--- config.mk ---
export PLATFORM = sky130hd
export DESIGN_NAME = vga_timing_gen
export DESIGN_NICKNAME = d
export VERILOG_FILES = /design/src/rtl/vga_pkg.sv /design/src/rtl/vga_axis_counter.sv /design/src/rtl/vga_timing_gen.sv
export SDC_FILE = /design/constraint.sdc
export NUM_CORES = 1
export LEC_CHECK = 0
export ABC_AREA = 1
export CORE_AREA = 3 3 95 115
export CTS_CLUSTER_SIZE = 24
export DETAILED_ROUTE_END_ITERATION = 6
export DIE_AREA = 0 0 98 118
export GPL_TIMING_DRIVEN = 0
export MAX_ROUTING_LAYER = met4
export PLACE_DENSITY = 0.83
export SETUP_SLACK_MARGIN = 0.02
export SYNTH_ARGS = -nofsm -noshare
export SYNTH_HDL_FRONTEND = slang
export SYNTH_HIERARCHICAL = 1
export SYNTH_SLANG_ARGS = --single-unit
export TNS_END_PERCENT = 10
--- constraint.sdc ---
create_clock -name clock -period 4.28 [get_ports clock]
set_input_delay 1.284 -clock clock [delete_from_list [all_inputs] [get_ports clock]]
set_output_delay 1.284 -clock clock [all_outputs]
set_load 0.01 [all_outputs]
--- src/rtl/vga_pkg.sv ---
// vga_pkg: shared definitions for the 800x600 @ 72 Hz video link.
// Holds the default VESA timing constants, the per-axis phase type, the
// col/row widths and the record that travels down the display delay line.
// The transmit timing generator and the sync-decoding display controller
// both import this package so they agree on the timing.
package vga_pkg;

  // VESA 800x600 @ 72 Hz, 50 MHz pixel clock
  localparam int unsigned DEF_H_VISIBLE = 800;
  localparam int unsigned DEF_H_FRONT   = 56;
  localparam int unsigned DEF_H_SYNC    = 120;
  localparam int unsigned DEF_H_BACK    = 64;
  localparam int unsigned DEF_V_VISIBLE = 600;
  localparam int unsigned DEF_V_FRONT   = 37;
  localparam int unsigned DEF_V_SYNC    = 6;
  localparam int unsigned DEF_V_BACK    = 23;

  localparam int unsigned COL_W       = 12;
  localparam int unsigned ROW_W       = 11;
  localparam int unsigned MAX_H_TOTAL = 4096;
  localparam int unsigned MAX_V_TOTAL = 2048;

  typedef enum logic [1:0] {
    PH_VISIBLE = 2'd0,
    PH_FRONT   = 2'd1,
    PH_SYNC    = 2'd2,
    PH_BACK    = 2'd3
  } phase_t;

  // One display-side sample; delayed as a unit so every field stays aligned.
  typedef struct packed {
    logic             hsync;
    logic             vsync;
    logic             visible;
    logic             line_start;
    logic             frame_start;
    logic [COL_W-1:0] col;
    logic [ROW_W-1:0] row;
  } disp_t;

  function automatic phase_t next_phase(input phase_t p);
    phase_t n;
    case (p)
      PH_VISIBLE: n = PH_FRONT;
      PH_FRONT:   n = PH_SYNC;
      PH_SYNC:    n = PH_BACK;
      default:    n = PH_VISIBLE;
    endcase
    return n;
  endfunction

endpackage

--- src/rtl/vga_axis_counter.sv ---
// vga_axis_counter: one timing axis (horizontal or vertical).
// A position counter plus a phase FSM VISIBLE -> FRONT -> SYNC -> BACK with a
// local count inside the current phase; a phase ends when its local count
// reaches its length minus 1.
// Ports:
//   clock   in  : rising-edge clock
//   reset   in  : synchronous, active-high; parks the axis on its last
//                 position (phase BACK) so the first advance lands on 0
//   advance in  : step the axis by one position this cycle
//   count   out : position within the axis, 0..TOTAL-1
//   phase   out : current phase (FSM state, also usable for debug)
//   wrap    out : combinational, high on the advance that returns count to 0
module vga_axis_counter
  import vga_pkg::*;
#(
  parameter int unsigned VISIBLE = DEF_H_VISIBLE,
  parameter int unsigned FRONT   = DEF_H_FRONT,
  parameter int unsigned SYNC    = DEF_H_SYNC,
  parameter int unsigned BACK    = DEF_H_BACK,
  parameter int unsigned W       = COL_W
) (
  input  logic         clock,
  input  logic         reset,
  input  logic         advance,
  output logic [W-1:0] count,
  output phase_t       phase,
  output logic         wrap
);

  localparam int unsigned TOTAL = VISIBLE + FRONT + SYNC + BACK;

  if (VISIBLE == 0 || FRONT == 0 || SYNC == 0 || BACK == 0) begin : g_bad_len
    $error("vga_axis_counter: every phase length must be at least 1");
  end
  if (TOTAL > (1 << W)) begin : g_bad_width
    $error("vga_axis_counter: axis total does not fit in the count width");
  end

  localparam logic [W-1:0] LAST_VISIBLE = W'(VISIBLE - 1);
  localparam logic [W-1:0] LAST_FRONT   = W'(FRONT - 1);
  localparam logic [W-1:0] LAST_SYNC    = W'(SYNC - 1);
  localparam logic [W-1:0] LAST_BACK    = W'(BACK - 1);
  localparam logic [W-1:0] LAST_TOTAL   = W'(TOTAL - 1);

  logic [W-1:0] local_count;
  logic [W-1:0] local_next;
  logic [W-1:0] count_next;
  logic [W-1:0] phase_last;
  logic         phase_end;
  phase_t       phase_next;

  always_ff @(posedge clock) begin
    if (reset) begin
      count       <= LAST_TOTAL;
      local_count <= LAST_BACK;
      phase       <= PH_BACK;
    end else begin
      count       <= count_next;
      local_count <= local_next;
      phase       <= phase_next;
    end
  end

  always_comb begin
    phase_last = LAST_VISIBLE;
    case (phase)
      PH_VISIBLE: phase_last = LAST_VISIBLE;
      PH_FRONT:   phase_last = LAST_FRONT;
      PH_SYNC:    phase_last = LAST_SYNC;
      default:    phase_last = LAST_BACK;
    endcase

    phase_end = (local_count == phase_last);
    // The end of BACK is by construction the end of the whole axis, so the
    // position counter never needs its own terminal-count compare.
    wrap      = advance && (phase == PH_BACK) && phase_end;

    count_next = count;
    local_next = local_count;
    phase_next = phase;
    if (advance) begin
      count_next = wrap ? '0 : count + W'(1);
      if (phase_end) begin
        local_next = '0;
        phase_next = next_phase(phase);
      end else begin
        local_next = local_count + W'(1);
      end
    end
  end

endmodule

--- src/rtl/vga_timing_gen.sv ---
// vga_timing_gen: VESA 800x600 @ 72 Hz timing generator (transmit side).
// A lead counter pair (one vga_axis_counter per axis) runs PREFETCH cycles
// ahead of the monitor-side outputs. The lead position is offered to a
// framebuffer reader on req_*; the display outputs are the lead values
// delayed by exactly PREFETCH registers, and rgb_out is the returned pixel,
// registered on the same edge and blanked outside the visible area.
// Ports:
//   clock, reset              : pixel clock, synchronous active-high reset
//   hsync, vsync              : syncs, active level SYNC_POL
//   visible                   : display pixel lies in the active area
//   display_col, display_row  : display position
//   line_start, frame_start   : one-cycle pulses at col 0 / at (0,0)
//   req_valid, req_col, req_row : look-ahead pixel request
//   rgb_in                    : pixel data returned for the request
//   rgb_out                   : blanked pixel data to the DAC
//   h_phase, v_phase          : lead-axis phase states (debug)
//
// Request semantics: req_valid is a pure strobe with no ready; the position
// on req_col/req_row changes every clock and is meaningful only while
// req_valid=1. Data for a request presented after edge k must be on rgb_in
// before edge k+PREFETCH.
module vga_timing_gen
  import vga_pkg::*;
#(
  parameter int unsigned H_VISIBLE = DEF_H_VISIBLE,
  parameter int unsigned H_FRONT   = DEF_H_FRONT,
  parameter int unsigned H_SYNC    = DEF_H_SYNC,
  parameter int unsigned H_BACK    = DEF_H_BACK,
  parameter int unsigned V_VISIBLE = DEF_V_VISIBLE,
  parameter int unsigned V_FRONT   = DEF_V_FRONT,
  parameter int unsigned V_SYNC    = DEF_V_SYNC,
  parameter int unsigned V_BACK    = DEF_V_BACK,
  parameter bit          SYNC_POL  = 1'b1,
  parameter int unsigned PREFETCH  = 2
) (
  input  logic             clock,
  input  logic             reset,
  output logic             hsync,
  output logic             vsync,
  output logic             visible,
  output logic [COL_W-1:0] display_col,
  output logic [ROW_W-1:0] display_row,
  output logic             line_start,
  output logic             frame_start,
  output logic             req_valid,
  output logic [COL_W-1:0] req_col,
  output logic [ROW_W-1:0] req_row,
  input  logic [23:0]      rgb_in,
  output logic [23:0]      rgb_out,
  output phase_t           h_phase,
  output phase_t           v_phase
);

  localparam int unsigned H_TOTAL = H_VISIBLE + H_FRONT + H_SYNC + H_BACK;
  localparam int unsigned V_TOTAL = V_VISIBLE + V_FRONT + V_SYNC + V_BACK;

  if (H_TOTAL > MAX_H_TOTAL) begin : g_bad_h_total
    $error("vga_timing_gen: horizontal total exceeds 4096");
  end
  if (V_TOTAL > MAX_V_TOTAL) begin : g_bad_v_total
    $error("vga_timing_gen: vertical total exceeds 2048");
  end
  if (PREFETCH < 1 || PREFETCH > 4) begin : g_bad_prefetch
    $error("vga_timing_gen: PREFETCH must be in 1..4");
  end

  localparam disp_t IDLE = '{hsync: ~SYNC_POL, vsync: ~SYNC_POL, default: '0};

  // ---------------- lead counters ----------------
  logic [COL_W-1:0] h_count;
  logic [ROW_W-1:0] v_count;
  logic             h_wrap;
  logic             v_wrap;

  vga_axis_counter #(
    .VISIBLE (H_VISIBLE),
    .FRONT   (H_FRONT),
    .SYNC    (H_SYNC),
    .BACK    (H_BACK),
    .W       (COL_W)
  ) u_h_axis (
    .clock   (clock),
    .reset   (reset),
    .advance (1'b1),
    .count   (h_count),
    .phase   (h_phase),
    .wrap    (h_wrap)
  );

  vga_axis_counter #(
    .VISIBLE (V_VISIBLE),
    .FRONT   (V_FRONT),
    .SYNC    (V_SYNC),
    .BACK    (V_BACK),
    .W       (ROW_W)
  ) u_v_axis (
    .clock   (clock),
    .reset   (reset),
    .advance (h_wrap),
    .count   (v_count),
    .phase   (v_phase),
    .wrap    (v_wrap)
  );

  // ---------------- lead record ----------------
  // The start pulses are the wrap strobes registered alongside the counters:
  // a wrap on this cycle means the lead sits on col 0 (row 0) next cycle.
  logic  lead_line_start;
  logic  lead_frame_start;
  logic  running;
  disp_t lead;

  always_comb begin
    lead             = IDLE;
    lead.hsync       = (h_phase == PH_SYNC) ? SYNC_POL : ~SYNC_POL;
    lead.vsync       = (v_phase == PH_SYNC) ? SYNC_POL : ~SYNC_POL;
    lead.visible     = (h_phase == PH_VISIBLE) && (v_phase == PH_VISIBLE);
    lead.line_start  = lead_line_start;
    lead.frame_start = lead_frame_start;
    lead.col         = h_count;
    lead.row         = v_count;
  end

  assign req_valid = lead.visible;
  assign req_col   = h_count;
  assign req_row   = v_count;

  // ---------------- display delay line ----------------
  // pipe_next[i] is what pipe_q[i] loads on the next edge. The parked reset
  // position of the lead is not a real pixel, so on the first edge after
  // reset (running=0) the line keeps loading the idle record instead; this
  // keeps the display outputs still until (0,0) arrives.
  disp_t pipe_next [PREFETCH];
  disp_t pipe_q    [PREFETCH];

  always_comb begin
    pipe_next[0] = running ? lead : IDLE;
    for (int i = 1; i < PREFETCH; i++) begin
      pipe_next[i] = pipe_q[i-1];
    end
  end

  always_ff @(posedge clock) begin
    if (reset) begin
      running          <= 1'b0;
      lead_line_start  <= 1'b0;
      lead_frame_start <= 1'b0;
      rgb_out          <= '0;
      for (int i = 0; i < PREFETCH; i++) begin
        pipe_q[i] <= IDLE;
      end
    end else begin
      running          <= 1'b1;
      lead_line_start  <= h_wrap;
      lead_frame_start <= v_wrap;
      // Blank on the visible flag being loaded into the output stage now,
      // so rgb_out and visible always change together.
      rgb_out          <= pipe_next[PREFETCH-1].visible ? rgb_in : '0;
      for (int i = 0; i < PREFETCH; i++) begin
        pipe_q[i] <= pipe_next[i];
      end
    end
  end

  assign hsync       = pipe_q[PREFETCH-1].hsync;
  assign vsync       = pipe_q[PREFETCH-1].vsync;
  assign visible     = pipe_q[PREFETCH-1].visible;
  assign display_col = pipe_q[PREFETCH-1].col;
  assign display_row = pipe_q[PREFETCH-1].row;
  assign line_start  = pipe_q[PREFETCH-1].line_start;
  assign frame_start = pipe_q[PREFETCH-1].frame_start;

endmodule

Yosys cells after proc, flatten, opt, wreduce, memory -nomap -nowiden:

Memory sizes are Yosys's and may differ from the RTL's.
Cells that the tools add are included.

* register bits after elaboration: 77
* bits in writable memories: 56
* input bits: 26
* output and inout bits: 80
* logic and storage cells: 54
* memories: 1

* $add $sub $neg: 4
* equal/unequal tests: 8
* muxes and demuxes: 16
* bitwise gates (word level): 3
* reductions and logical operators: 10

Memories
* pipe_q: depth 2, width 28, read ports 2, clocked after Yosys merged registers in 0, wr ports 2, line vga_timing_gen.sv:134 `disp_t pipe_q [PREFETCH];`

Operators by type and width (count)
* $mux W28: 3
* $pmux W10 S3: 2
* $mux W11: 3
* $add A12 B1 Y12 const B: 2
* $add A11 B1 Y11 const B: 2
* $eq A12 B10 Y1: 1
* $pmux W2 S3: 2
* $eq A11 B10 Y1: 1
* $eq A2 B2 Y1 const B: 4
* $mux W6: 1
* $reduce_or A2 Y1: 3
* $mux W1: 5
* $eq A2 B1 Y1 const B: 2
* $logic_and A1 B1 Y1: 4
* $logic_not A2 Y1: 2
* $or A1 B1 Y1: 2
* $reduce_and A2 Y1: 1
* $not A1 Y1: 1

Longest topological paths before layout:

* word-level depth: 7
* gate-level depth with buffers: 17

Hierarchy:

The synthesis kept the hierarchy.

By module, submodules not included
* vga_timing_gen: instances 1, cells each 260, area an instance 2382.3 sq um, sequential area each 1661.6 sq um
* vga_axis_counter at u_h_axis: instances 1, cells each 233, area an instance 1550.2 sq um, sequential area each 520.5 sq um
* vga_axis_counter at u_v_axis: instances 1, cells each 233, area an instance 1482.7 sq um, sequential area each 480.5 sq um

Worst setup path after synthesis:

OpenSTA, ideal clock, no wires.

* path kind: reg-to-reg
* start: reg u_h_axis.phase[0]
* end: reg u_v_axis.local_count[5]
* library setup time: 0.116 ns
* arrival time: 2.251 ns
* setup slack: 1.914 ns
* stages on the path, launching flop included: 12
* clock period less this slack: 2.366 ns
* path through: dfxtp_1 > inv_1 > ha_1 > xnor2_1 > nor2_1 > nand2_1 > nor3b_1 > buf_4 > nand4_1 > or2_1 > xor2_1 > nor2_1

* cells in the longest elaborated chain, start to end: 4
* elaborated cells on any way between the ends: 7

RTL lines
* from (decl): line vga_axis_counter.sv:26 `output phase_t phase,`
* from (signal assigned): line vga_axis_counter.sv:60 `phase <= phase_next;`
* $eq A2 B2 Y1 (tied with other cells): line vga_axis_counter.sv:66 `case (phase)`
* $pmux W10 S3: line vga_axis_counter.sv:66
* $eq A12 B10 Y1: line vga_axis_counter.sv:73 `phase_end = (local_count == phase_last);`
* $logic_and A1 B1 Y1 (*): line vga_axis_counter.sv:76 `wrap = advance && (phase == PH_BACK) && phase_end;`
* named net h_wrap: line vga_timing_gen.sv:72 `logic h_wrap;`
* to (signal assigned): line vga_axis_counter.sv:59 `local_count <= local_next;`
* to (decl): line vga_axis_counter.sv:45 `logic [W-1:0] local_count;`

The timed path passes the listed nets; every way through them passes the cells marked *.
A chain may end at the register's enable or synchronous reset.

Worst setup path in the final report:

* start: reg u_v_axis.phase[0]
* end: out req_valid

* cells in the longest elaborated chain, start to end: 2

RTL lines
* from (decl): line vga_axis_counter.sv:26
* from (signal assigned): line vga_axis_counter.sv:60
* $logic_not A2 Y1: line vga_timing_gen.sv:117 `lead.visible = (h_phase == PH_VISIBLE) && (v_phase == PH_VISIBLE);`
* $logic_and A1 B1 Y1: line vga_timing_gen.sv:117
* to (decl): line vga_timing_gen.sv:45 `output logic req_valid,`

No other way between the ends.

==> summary by stage <==
Place
Summed over all nets, the half-perimeter wirelength after detailed placement is 8700 um. In this run the tool buffered the top-level ports with 105 buffer cells. Routability-driven placement finished with a final weighted congestion of 0.932. The placed instances occupy a cell area of 6630 sq um.

Logic synthesis
After technology mapping, the gate count stands at 726. In this run, distinct cell masters in the synthesized netlist total 36. The synthesized area is 5420 sq um. Ranked by total cell area, the synthesized netlist is headed by sky130_fd_sc_hd__dfxtp_1 49%, sky130_fd_sc_hd__nor2_1 11%, sky130_fd_sc_hd__nand2_1 10%. The most used flip-flop cell after synthesis is sky130_fd_sc_hd__dfxtp_1. The number of enable-type register cells in the synthesized netlist is 0. The fraction of registers with async set/reset is 0. After synthesis the netlist holds a flip-flop and latch count of 133.

Yosys printed 6 warnings. The portion of synthesized cell area occupied by the leading cell type is 0.492. The dominant cell type by area after synthesis is sky130_fd_sc_hd__dfxtp_1. Dividing the synthesized area by the synthesized cell count gives 7.46 sq um. Of the synthesized area, sequential elements account for 0.492.

Detailed routing
Detailed routing inserted a total of 4686 vias. The met3 wire length is 671 um. The total iterations of the first detailed-routing run is 5.

For this run, design rule violations remaining after detail routing come to 0. The average vias per placed instance is 4.73. The final layout contains routed wiring with a total length of 12100 um. The wire length on met1 is 5050 um. The count of nets left with antenna violations once routing finished came out at 0. The met2 routed wirelength is 6230 um.

The number of DRC violations after detailed-routing iteration 0 is 262. The top routing layer in use is met4. Dividing the detail-routed wire length by the instance count gives 12.2 um.

Finish
Leaving out fill and tap cells, the most frequent cells in the layout are 155 x sky130_fd_sc_hd__nor2_1, 145 x sky130_fd_sc_hd__nand2_1, 135 x sky130_fd_sc_hd__inv_1, 133 x sky130_fd_sc_hd__dfxtp_1, 105 x sky130_fd_sc_hd__clkdlybuf4s50_1. After filler insertion, the fill cell instance count of the layout stands at 736. The multi-input combinational cells in the finished layout cover a total of 2110 sq um. After routing the design area is 7230 sq um.

The most common cell after layout, fill and taps aside is sky130_fd_sc_hd__nor2_1. The final net count is 892. Relative to the synthesized area, the layout overhead comes to 33.5%. The sequential cells in the finished layout cover a total of 2660 sq um. In the final layout, the share of cells above drive strength 1 is 0.0902.

The final antenna diode count is 0.

Timing
The worst slew slack as a fraction of its limit is 0.659. The final number of setup-violating endpoints is 0. The final critical path time including I/O delays and setup is 2.98 ns.

Dividing the final minimum period by the clock period gives 0.697. The maximum clock skew at final layout is 0.00923 ns. The final-report max-slew violation count is 0. The total count of hold-check failures in the final report came to 0. Static timing analysis puts the maximum clock frequency at 335 MHz. After routing, the total negative slack on setup checks comes to 0 ns. Setup repair after global routing left no endpoint under its margin. For the pin with the worst max-slew slack, the measured transition is 0.512 ns.

Critical path
The required time at the endpoint of the critical path is 3.00 ns. The critical path is of the reg -> out type. The worst setup path is launched from a register. The maximum fanout encountered on the critical timing path is 10. Data on the critical path arrives at its endpoint at 1.70 ns.

Counting cells, the worst reg-to-reg path comes to 12. The worst setup path is captured at an output port.

Global routing
For this run, the total global-route usage over all layers was measured as 0.222. The number of antenna violations at the first check in global routing was 0. The maximum number of pins on one net before global-route repair is 17. The first global-routing pass estimated 20400 um of wire. The via count of the first global-routing pass is 4482. The aggregate global routing overflow is 0.

Floorplan
The initial utilization of the core area, before any placement, comes to 0.544. The number of cell rows is 40. The die is 118 um tall.

Measured along the x axis, the die boundary spans 98 um. The I/O pin total is 106. The area of the core is 9960 sq um. The area enclosed by the die boundary is 11600 sq um.

Clocking
Clock tree synthesis inserted a total of 17 buffers. The count of cells resized by post-cts repair is 0. The maximum count of clock buffers along a single path is 2. The clock tree root driver cell is sky130_fd_sc_hd__clkbuf_16. The H-tree generated during clock tree synthesis spans 4 levels. The buffers inserted during post-CTS setup optimization is 0. The hold-fix buffer count after cts is 0.

TritonCTS built the clock tree. After clock tree synthesis, the clock-pin slew on the worst setup and hold paths is 0.06 ns. The clock net in this run drives a total of 133 sinks. For the worst-skew pair, the clock arrives at the later sink with an insertion delay of 0.41 ns.

Power
The worst-case IR drop observed on VDD is 0.000346 V. The leakage power is 3.45 nW. Power spread over the standard cell area amounts to 526 nW/um^2.

Flow run
The number of maximum-capacitance constraint violations is 0.

Run status
The run finished with clean final reports.

Hold path
The min-delay analysis places its worst path in the category reg -> reg. Counting instances, the worst hold path has a depth of 2.
-- metrics by stage --
step / total power [mW] / hold WS, ns / setup slack, ns / cells / util
floorplan: 2.09 / 0.388 / 1.91 / 728 / -
CTS: 3.83 / 0.397 / 1.27 / 991 / 0.726
global placement: 2.35 / 0.389 / 1.41 / 959 / 0.666
detailed placement: 2.38 / 0.393 / 1.34 / 959 / 0.666
global route: 4.01 / 0.411 / 1.20 / 991 / 0.726
finish: 3.81 / 0.394 / 1.30 / 991 / 0.726
-- Yosys cell counts (2+ instances only) --
master                     number
sky130_fd_sc_hd__a21oi_1       10
sky130_fd_sc_hd__buf_2          6
sky130_fd_sc_hd__buf_4          3
sky130_fd_sc_hd__buf_6          6
sky130_fd_sc_hd__clkbuf_1       2
sky130_fd_sc_hd__dfxtp_1      133
sky130_fd_sc_hd__ha_1          14
sky130_fd_sc_hd__inv_1        135
sky130_fd_sc_hd__inv_2          3
sky130_fd_sc_hd__nand2_1      145
sky130_fd_sc_hd__nand2_2        4
sky130_fd_sc_hd__nand2_4        2
sky130_fd_sc_hd__nand3_1       41
sky130_fd_sc_hd__nand3_2        7
sky130_fd_sc_hd__nand4_1        9
sky130_fd_sc_hd__nor2_1       155
sky130_fd_sc_hd__nor2_2         8
sky130_fd_sc_hd__nor2_4         2
sky130_fd_sc_hd__nor3_1         7
sky130_fd_sc_hd__o21ai_0        4
sky130_fd_sc_hd__xnor2_1        3
sky130_fd_sc_hd__xor2_1        13
-- path summary, 6_finish.rpt --
check                                 startpoint                                   end  slack (ns)
setup / recovery  u_v_axis/phase[0]$_SDFFE_PP1P_                             req_valid        1.30
hold / removal          pipe_q[0][24]$_SDFF_PP0_              pipe_q[0][52]$_SDFF_PP0_        0.39
setup reg to reg  u_h_axis/phase[0]$_SDFFE_PP1P_  u_v_axis/local_count[7]$_SDFFE_PP0P_        1.51
hold reg to reg         pipe_q[0][24]$_SDFF_PP0_              pipe_q[0][52]$_SDFF_PP0_        0.39
-- report_power, final --
group / internal [mW] / switching [mW]
Clock: 0.873 / 0.567
Sequential: 1.34 / 0.135
Combinational: 0.374 / 0.514
Total: 2.59 / 1.22
-- routing by layer --
layer	vias up	global-route usage
li1	2410	-
met1	2104	0.245
met2	154	0.387
met3	18	0.0480
met4	0	0.0883
met5	-	-
-- critical path, cell delays in order, from the launching register on --
cell and delay, ns:
sky130_fd_sc_hd__dfxtp_1 0.56, sky130_fd_sc_hd__nor2_1 0.07, sky130_fd_sc_hd__nand2_1 0.13, sky130_fd_sc_hd__inv_1 0.05, sky130_fd_sc_hd__clkdlybuf4s50_1 0.47
-- logic make-up after synthesis --
family	count (synthesis)	share of synthesized area
AO/OA/AOI/OAI	20	0.0210
XOR/XNOR	16	0.0259
buffers and inverters	156	0.120
adder cells (fa/ha/maj)	14	0.0323
other	1	0.000692
AND/OR/NAND/NOR	385	0.306
multiplexers	1	0.00185
flip-flops	133	0.492
-- state kept, by name (all words and copies together) (netlist names) --
name,count
pipe_q,56
lead_line_start,1
u_h_axis/local_count,12
u_v_axis/local_count,11
running,1
rgb_out,24
u_v_axis/phase,2
lead_frame_start,1
u_h_axis/count,12
u_v_axis/count,11
u_h_axis/phase,2
-- cell type report --
| type | count | area share |
|---|---|---|
| clock buffers | 17 | 0.0588 |
| multi-input cells | 439 | 0.292 |
| well taps | 126 | 0.0218 |
| clock inverters | 15 | 0.0239 |
| repair buffers | 105 | 0.145 |
| plain buffers | 17 | 0.0177 |
| flip-flops and latches | 133 | 0.368 |
| inverters | 139 | 0.0723 |
No activity file was read; power rests on OpenSTA's default activity.
